### src/rtl/astable_multivibrator_nch.sv
// Multi-channel astable multivibrator. Each channel is a free-running square-wave
// oscillator with programmable high time, low time, enable and start level. All
// timing is in clk cycles. A shared single-cycle write port updates the registers,
// and a shared sync strobe phase-aligns all enabled channels.
module astable_multivibrator_nch #(
  parameter int unsigned NCH = 4,
  parameter int unsigned CW  = 8,
  parameter int unsigned AW  = 2
) (
  input  logic           clk,
  input  logic           rst_n,
  input  logic           wr_en,
  input  logic [AW-1:0]  wr_addr,
  input  logic [1:0]     wr_sel,
  input  logic [CW-1:0]  wr_data,
  input  logic           sync,
  output logic [NCH-1:0] osc_out,
  output logic [NCH-1:0] rise_pulse,
  output logic [NCH-1:0] active
);

  typedef enum logic [1:0] {
    StIdle = 2'd0,
    StHigh = 2'd1,
    StLow  = 2'd2
  } state_e;

  localparam logic [1:0] SelTh   = 2'd0;
  localparam logic [1:0] SelTl   = 2'd1;
  localparam logic [1:0] SelCtrl = 2'd2;

  // Counter load value for a duration register; zero behaves as one cycle.
  function automatic logic [CW-1:0] dur_m1(input logic [CW-1:0] d);
    return (d == '0) ? '0 : d - CW'(1);
  endfunction

  logic [CW-1:0]  th_q   [NCH];
  logic [CW-1:0]  th_d   [NCH];
  logic [CW-1:0]  tl_q   [NCH];
  logic [CW-1:0]  tl_d   [NCH];
  logic [NCH-1:0] en_q, en_d;
  logic [NCH-1:0] ph_q, ph_d;
  state_e         state_q [NCH];
  state_e         state_d [NCH];
  logic [CW-1:0]  cnt_q  [NCH];
  logic [CW-1:0]  cnt_d  [NCH];
  logic [NCH-1:0] osc_q, osc_d;
  logic [NCH-1:0] rise_q, rise_d;

  // Register write decode; addresses at or above NCH and the reserved select fall through.
  always_comb begin
    for (int unsigned i = 0; i < NCH; i++) begin
      th_d[i] = th_q[i];
      tl_d[i] = tl_q[i];
      en_d[i] = en_q[i];
      ph_d[i] = ph_q[i];
      if (wr_en && (32'(wr_addr) == i)) begin
        case (wr_sel)
          SelTh:   th_d[i] = wr_data;
          SelTl:   tl_d[i] = wr_data;
          SelCtrl: begin
            en_d[i] = wr_data[0];
            ph_d[i] = wr_data[1];
          end
          default: ;
        endcase
      end
    end
  end

  // Per-channel phase FSM. Uses pre-edge register values, so a same-edge write
  // only takes effect from the following load. Priority: disable, sync/start, count.
  always_comb begin
    for (int unsigned i = 0; i < NCH; i++) begin
      state_d[i] = state_q[i];
      cnt_d[i]   = cnt_q[i];
      if (!en_q[i]) begin
        state_d[i] = StIdle;
        cnt_d[i]   = '0;
      end else if (sync || (state_q[i] == StIdle)) begin
        if (ph_q[i]) begin
          state_d[i] = StHigh;
          cnt_d[i]   = dur_m1(th_q[i]);
        end else begin
          state_d[i] = StLow;
          cnt_d[i]   = dur_m1(tl_q[i]);
        end
      end else if (cnt_q[i] != '0) begin
        cnt_d[i] = cnt_q[i] - CW'(1);
      end else if (state_q[i] == StHigh) begin
        state_d[i] = StLow;
        cnt_d[i]   = dur_m1(tl_q[i]);
      end else begin
        state_d[i] = StHigh;
        cnt_d[i]   = dur_m1(th_q[i]);
      end
      osc_d[i]  = (state_d[i] == StHigh);
      // A HIGH->HIGH sync restart keeps osc high and therefore gives no pulse.
      rise_d[i] = osc_d[i] & ~osc_q[i];
    end
  end

  // State and configuration registers.
  always_ff @(posedge clk or negedge rst_n) begin
    if (!rst_n) begin
      for (int unsigned i = 0; i < NCH; i++) begin
        th_q[i]    <= CW'(1);
        tl_q[i]    <= CW'(1);
        state_q[i] <= StIdle;
        cnt_q[i]   <= '0;
      end
      en_q   <= '0;
      ph_q   <= '1;
      osc_q  <= '0;
      rise_q <= '0;
    end else begin
      for (int unsigned i = 0; i < NCH; i++) begin
        th_q[i]    <= th_d[i];
        tl_q[i]    <= tl_d[i];
        state_q[i] <= state_d[i];
        cnt_q[i]   <= cnt_d[i];
      end
      en_q   <= en_d;
      ph_q   <= ph_d;
      osc_q  <= osc_d;
      rise_q <= rise_d;
    end
  end

  assign osc_out    = osc_q;
  assign rise_pulse = rise_q;
  assign active     = en_q;

endmodule

### config.mk
export PLATFORM = sky130hd
export DESIGN_NAME = astable_multivibrator_nch
export DESIGN_NICKNAME = d
export VERILOG_FILES = /design/src/rtl/astable_multivibrator_nch.sv
export SDC_FILE = /design/constraint.sdc
export NUM_CORES = 1
export LEC_CHECK = 0
export BUFFER_PORTS_ARGS = -buffer_cell sky130_fd_sc_hd__clkbuf_2
export CORE_MARGIN = 2
export CORE_UTILIZATION = 46
export CTS_CLUSTER_SIZE = 30
export DETAILED_ROUTE_END_ITERATION = 6
export HOLD_SLACK_MARGIN = 0.1
export SLEW_MARGIN = 20
export SYNTH_ARGS = -nofsm -noshare
export SYNTH_HDL_FRONTEND = slang
export SYNTH_SLANG_ARGS = --single-unit
### constraint.sdc
create_clock -name clk -period 3.42 [get_ports clk]
set_input_delay 0.342 -clock clk [delete_from_list [all_inputs] [get_ports clk]]
set_output_delay 0.342 -clock clk [all_outputs]
set_load 0.01 [all_outputs]
==> results of run 1 <==
## Yosys cell counts, types with 5 or more instances
library cell / number
nor2_1: 81
inv_1: 34
nor2b_1: 10
nor3_1: 43
and2_1: 9
nand2_1: 47
ha_1: 24
dfrtp_1: 108
clkbuf_1: 15
nor4b_1: 6
or3_1: 12
o22ai_1: 5
xor2_1: 9
a21oi_1: 24
o21a_1: 7
nor3b_1: 8
dfstp_2: 12
mux2_2: 70
o31ai_1: 5
a211oi_1: 12
mux2i_1: 12
nand3b_1: 8
nand3_1: 8
nor4_1: 9
o21ai_0: 55
or4_1: 6
xnor2_1: 24
nand2b_1: 12
## flip-flops by register name (all words and copies together), names as in the netlist
name and flops:
rise_pulse 4, th_q 32, cnt_q 32, osc_out 4, tl_q 32, active 4, ph_q 4, state_q 8
## path summary, 6_finish.rpt
path / startpoint / to / slack, ns / cells after the start
hold / removal: wr_data[7] / tl_q[23] / 0.37 / 3
setup reg to reg: cnt_q[2] / cnt_q[0] / 0.61 / 5
hold reg to reg: osc_out[2] / rise_pulse[2] / 0.43 / 1
setup / recovery: cnt_q[2] / cnt_q[0] / 0.61 / 5
max in group asynchronous: rst_n / th_q[31] / 2.34 / 3
min in group asynchronous: rst_n / state_q[7] / 0.52 / 3
## where the power goes
part,switching [uW],internal (uW)
Combinational,1350,1130
Clock,667,1170
Sequential,501,1850
Total,2520,4160
## stage by stage
step	hold slack [ns]	cell area, um^2
2_1_floorplan	0.0464	7150
3_3_place_gp	0.416	7490
3_5_place_dp	0.421	7490
4_1_cts	0.342	8120
5_1_grt	0.363	8120
6_report	0.367	8120
## per-layer routing
metal / track usage / share of wire
met5: 0 / 0
met2: 0.346 / 0.48
met3: 0.0520 / 0.042
met1: 0.295 / 0.47
met4: 0.0659 / 0.015
## what timing repair did
action	in CTS	in global routing
hold endpoints to repair	108	0
resized for setup	0	0
hold buffers	1	0
## worst min-delay path: cells and delay by family
family | cells | cell delay (ns)
and+or+nand+nor | 1 | 0.09
buffers and inverters | 1 | 0.21
AOI/OAI and AO/OA | 1 | 0.08
## cell type report
class                   instances  area, um^2  area share
clock buffers                  18         439      0.0541
clock inverters                14         174      0.0214
inverters                      34         128      0.0157
multi-input cells             570        3950       0.486
flip-flops and latches        120        3020       0.372
well taps                     188         235      0.0290
repair buffers                 30         175      0.0216
## layout by cell type (no fill, tap or decap), types with 4 or more instances in the layout
master       n
o2111a_1     4
and2_1       9
mux2i_1     12
inv_1       34
o21a_1       7
nor4_1       9
o221ai_1     4
clkinv_4     5
nand3b_1     8
xor2_1       9
and3_1       4
a22o_1       4
o31ai_1      5
o22ai_1      5
clkbuf_16   17
nor3_1      43
xnor2_1     24
nor2_1      81
clkbuf_2    26
dfrtp_1    108
nand4_1      4
nand2_1     47
o21ai_0     55
nor4b_1      6
a211oi_1    12
nand3_1      8
a21oi_1     24
or3_1       12
nor3b_1      8
dfstp_2     12
ha_1        24
nand2b_1    12
nor2b_1     10
or4_1        6
mux2_2      70
## logic make-up (layout without fill, tap and decap cells)
kind of cell               after synthesis  in the layout  share of synthesized area
DFF                                    120            120                      0.422
buffers and inverters                   49             96                     0.0257
and+or+nand+nor                        279            279                      0.203
adders and majority gates               24             24                     0.0420
muxes                                   82             82                      0.127
xor gates and xnor gates                33             33                     0.0404
AOI/OAI and AO/OA                      152            152                      0.140
==> results.yml, run 1 <==
cells_and_area:
  fin_util: 0.534
  nFillCells: 1358
  antenna_cells: 0
  final_cells: 974
  drive_gt1_frac: 0.195
  area_growth_pct: 13.5
  final_nets: 813
sta:
  fmax_mhz: 356
  setup_tns_ns: 0
  rsz0062_at_grt: "false"
  setup_viol: 0
  layout_setup_ws_ns: 0.615
  finalClockSkew_ns: 0.00716
  fin_crit_ns: 2.81
  period_share: 0.820
  hold_viol: 0
  relSlewSlack: 0.351
  tightestPinTransition_ns: 0.961
  slew_violations: 0
logic_synthesis:
  yosysWarnings: 0
  synth-seq-cells: 120
  avgSynthCellArea_um2: 9.67
  async_flop_share: 1.00
  synthTopCellsByArea: "dfrtp_1 (38%), mux2_2 (11%), dfstp_2 (4.4%)"
  synth_cell_type_count: 61
  syn_inst: 739
  synth_top_area_cell: "dfrtp_1"
  synth_edf_count: 0
  synth_nets: 779
  synth_ff_type: "dfrtp_1"
  ys_seq_area_frac: 0.422
  synth_top_area_share: 0.378
  syn-cell-area_um2: 7150
critical_path:
  path_class: "reg -> reg"
  crit_family: "compound AO/OA/AOI/OAI gates"
  crit_chain: "nor4_1, nand2_2, o41ai_1, o21ai_0, o2111a_1"
  crit_path_max_incr_delay_ns: 0.84
  cp.required_ns: 3.73
  critPathBufInv: 0
  critical_path_arrival_ns: 3.11
  start_kind: "flip-flop"
  cp_slowest_cell: "o41ai_1"
  crit_path_max_fanout: 9
  crit_path_end_kind: "flip-flop"
drt:
  vias_per_cell: 5.82
  drcViolationCount: 0
  drt-total-wl_mm: 16.9
  routedWlPerCell_um: 17.3
  drt-pass1-iter-count: 5
  antenna_left: 0
  dr.first_iter.drc_count: 525
  via_count: 5669
die:
  fp-row-count: 45
  dieArea_um2: 16600
  io_pins: 28
  core-area_um2: 15200
  die-width_um: 129
  initial_core_util: 0.470
  die_h_um: 129
placement:
  gp_congestion: 0.882
  pre_cts_slack_ns: 0.674
  hpwl_mm: 11.8
  placedCellCount: 941
  port_buffers: 27
global_route:
  grt.overflow.total: 0
  grtUsageTotal: 0.217
  grt_pass1_vias: 5348
  grt_max_degree: 121
  antenna_found_initial: 0
  grt_pass1_wl_mm: 27.7
status:
  status: "finished clean"
job:
  drv_cap: 0
pwr:
  p_per_area_nw_per_um2: 822
  leakagePower_uw: 0.00340
  finalPower_uw: 6670
  peakVddDrop_mv: 0.409
clocking:
  htreeDepth: 4
  root_buffer: "clkbuf_16"
  cts_setup_buffers: 0
  path_clk_slew_ns: 0.06
  clock_latency_ns: 0.42
  cts.sinks: 120
  numCtsBuffers: 17
  cts.path.max_buffers: 2
  tritoncts: "done"
worst_hold_path:
  hp-class: "in -> reg"
Power figures use the tool's default switching activity.
==> inputs of run 2 (changes only) <==
Settings changed: ABC_AREA from default to 1.
Clock period 3.42 ns to 2.75 ns, I/O delays scaled along.
==> results.yml, run 2 <==
status:
  status: "finished clean"
pwr:
  leakagePower_uw: 0.00455
  peakVddDrop_mv: 0.488
  p_per_area_nw_per_um2: 964
global_route:
  grt_pass1_wl_mm: 30.7
  grtUsageTotal: 0.231
  grt_pass1_vias: 6184
  antenna_found_initial: 0
  grt_max_degree: 55
  grt.overflow.total: 0
logic_synthesis:
  syn_inst: 1090
  ys_seq_area_frac: 0.406
  avgSynthCellArea_um2: 6.81
  yosysWarnings: 0
  synth-seq-cells: 120
  synth_common_cells: "nand2_1 (318), inv_1 (155), nand3_1 (134), nor2_1 (134), dfrtp_1 (108)"
  syn-cell-area_um2: 7430
  synth_cell_type_count: 32
  synth_nets: 1130
  async_flop_share: 1.00
  synthTopCellsByArea: "dfrtp_1 (36%), nand2_1 (16%), nand3_1 (9.0%)"
  synth_top_area_cell: "dfrtp_1"
  synth_ff_type: "dfrtp_1"
  synth.most_common_cell: "nand2_1"
  synth_edf_count: 0
  synth_top_area_share: 0.364
cells_and_area:
  reg.largest.list: "cnt_q x32, th_q x32, tl_q x32"
  stdcell_area_um2: 8540
  fin_util: 0.540
  mostFrequentLayoutCell: "nand2_1"
  final_nets: 1175
  drive_gt1_frac: 0.0862
  antenna_cells: 0
  layout_common_cells: "nand2_1 (318), inv_1 (155), nand3_1 (134), nor2_1 (134), dfrtp_1 (108)"
  area_growth_pct: 15.0
die:
  dieArea_um2: 17200
  core-area_um2: 15800
  initial_core_util: 0.469
  die-width_um: 131
  io_pins: 28
  fp-row-count: 46
  die_h_um: 131
critical_path:
  cp.required_ns: 3.05
  critical_path_arrival_ns: 2.28
  crit_path_max_incr_delay_ns: 0.41
  start_kind: "flip-flop"
  crit_path_max_fanout: 6
  crit_path_end_kind: "flip-flop"
  path_class: "reg -> reg"
  crit_chain: "nor2_1, nand2_1, nor2_1, nand2_1, o21ai_2, o21ai_0, nand2_1, nor2_1"
  cp_slowest_cell: "dfrtp_1"
sta:
  fin_crit_ns: 1.98
  tightestPinTransition_ns: 0.843
  setup_viol: 0
  hold_viol: 0
  relSlewSlack: 0.435
  setup_tns_ns: 0
  slew_violations: 0
  fmax_mhz: 506
  finalClockSkew_ns: 0.00794
  rsz0062_at_grt: "false"
  period_share: 0.719
placement:
  gp_congestion: 0.855
  hpwl_mm: 13.6
  port_buffers: 27
  placed_cell_area_um2: 7810
drt:
  routed.top_layer: "met4"
  drcViolationCount: 0
  met2WireLength_mm: 8.25
  routed-wl-met3_um: 628
  via_count: 6791
  antenna_left: 0
  dr.first_iter.drc_count: 462
  m1WireLength_mm: 9.36
  drt-pass1-iter-count: 5
  drt-total-wl_mm: 18.5
  routedWlPerCell_um: 13.6
  vias_per_cell: 4.98
job:
  drv_cap: 0
clocking:
  root_buffer: "clkbuf_16"
  numCtsBuffers: 17
  htreeDepth: 4
  cts.sinks: 120
  tritoncts: "done"
  clock_latency_ns: 0.42
  cts.path.max_buffers: 2
  path_clk_slew_ns: 0.05
  cts_resized: 0
worst_hold_path:
  hp-class: "in -> reg"
[run 2: logic make-up after synthesis]
| family | after synthesis | synth area share |
|---|---|---|
| and+or+nand+nor | 618 | 0.348 |
| buffers and inverters | 176 | 0.0896 |
| DFF | 120 | 0.406 |
| adders and majority gates | 24 | 0.0404 |
| xor gates and xnor gates | 10 | 0.0118 |
| AOI/OAI and AO/OA | 142 | 0.104 |
[run 2: critical path: cells and delay by family (launching register included)]
kind | cells | cell delay, ns
DFF | 1 | 0.41
AOI/OAI and AO/OA | 2 | 0.53
and+or+nand+nor | 6 | 0.93
[run 2: report_power, final]
group / switching, uW / internal [uW] / total (uW)
sequential: 433 / 2220 / 2650
combinational: 2040 / 1130 / 3170
clock: 828 / 1590 / 2410
[run 2: path summary, 6_finish.rpt]
check,from,to,slack [ns],depth (start not counted)
hold reg to reg,osc_out[3],rise_pulse[3],0.42,1
setup reg to reg,cnt_q[10],cnt_q[14],0.77,8
hold / removal,wr_addr[1],ph_q[1],0.31,4
min in group asynchronous,rst_n,cnt_q[6],0.37,2
setup / recovery,cnt_q[10],cnt_q[14],0.77,8
max in group asynchronous,rst_n,th_q[16],1.56,3
[run 2: per-layer routing]
| layer | vias to the layer above | GRT usage |
|---|---|---|
| li1 | 3552 | - |
| met1 | 3103 | 0.335 |
| met2 | 113 | 0.350 |
| met3 | 23 | 0.0471 |
| met4 | 0 | 0.0651 |
| met5 | - | 0 |
[run 2: final cells by class]
type                       instances  area, um^2
fill                            1570        7280
multi-input combinational        794        3740
sequential                       120        3020
inverter                         164         616
clock buffer                      21         470
tap                              216         270
timing repair buffer              38         255
clock inverter                    11         170
[run 2: timing repair]
action	CTS	global route
hold buffers	9	0
endpoints found under the hold margin	44	0
setup buffers	0	0
[run 2: through the flow]
step / worst slack, ns / instances / power, uW / hold slack [ns]
2_1_floorplan: 1.26 / 1090 / 5010 / -0.0206
3_3_place_gp: 0.793 / 1323 / 5800 / 0.289
3_5_place_dp: 0.783 / 1323 / 5810 / 0.287
4_1_cts: 0.767 / 1364 / 8280 / 0.280
5_1_grt: 0.598 / 1364 / 8950 / 0.328
6_report: 0.772 / 1364 / 8240 / 0.306
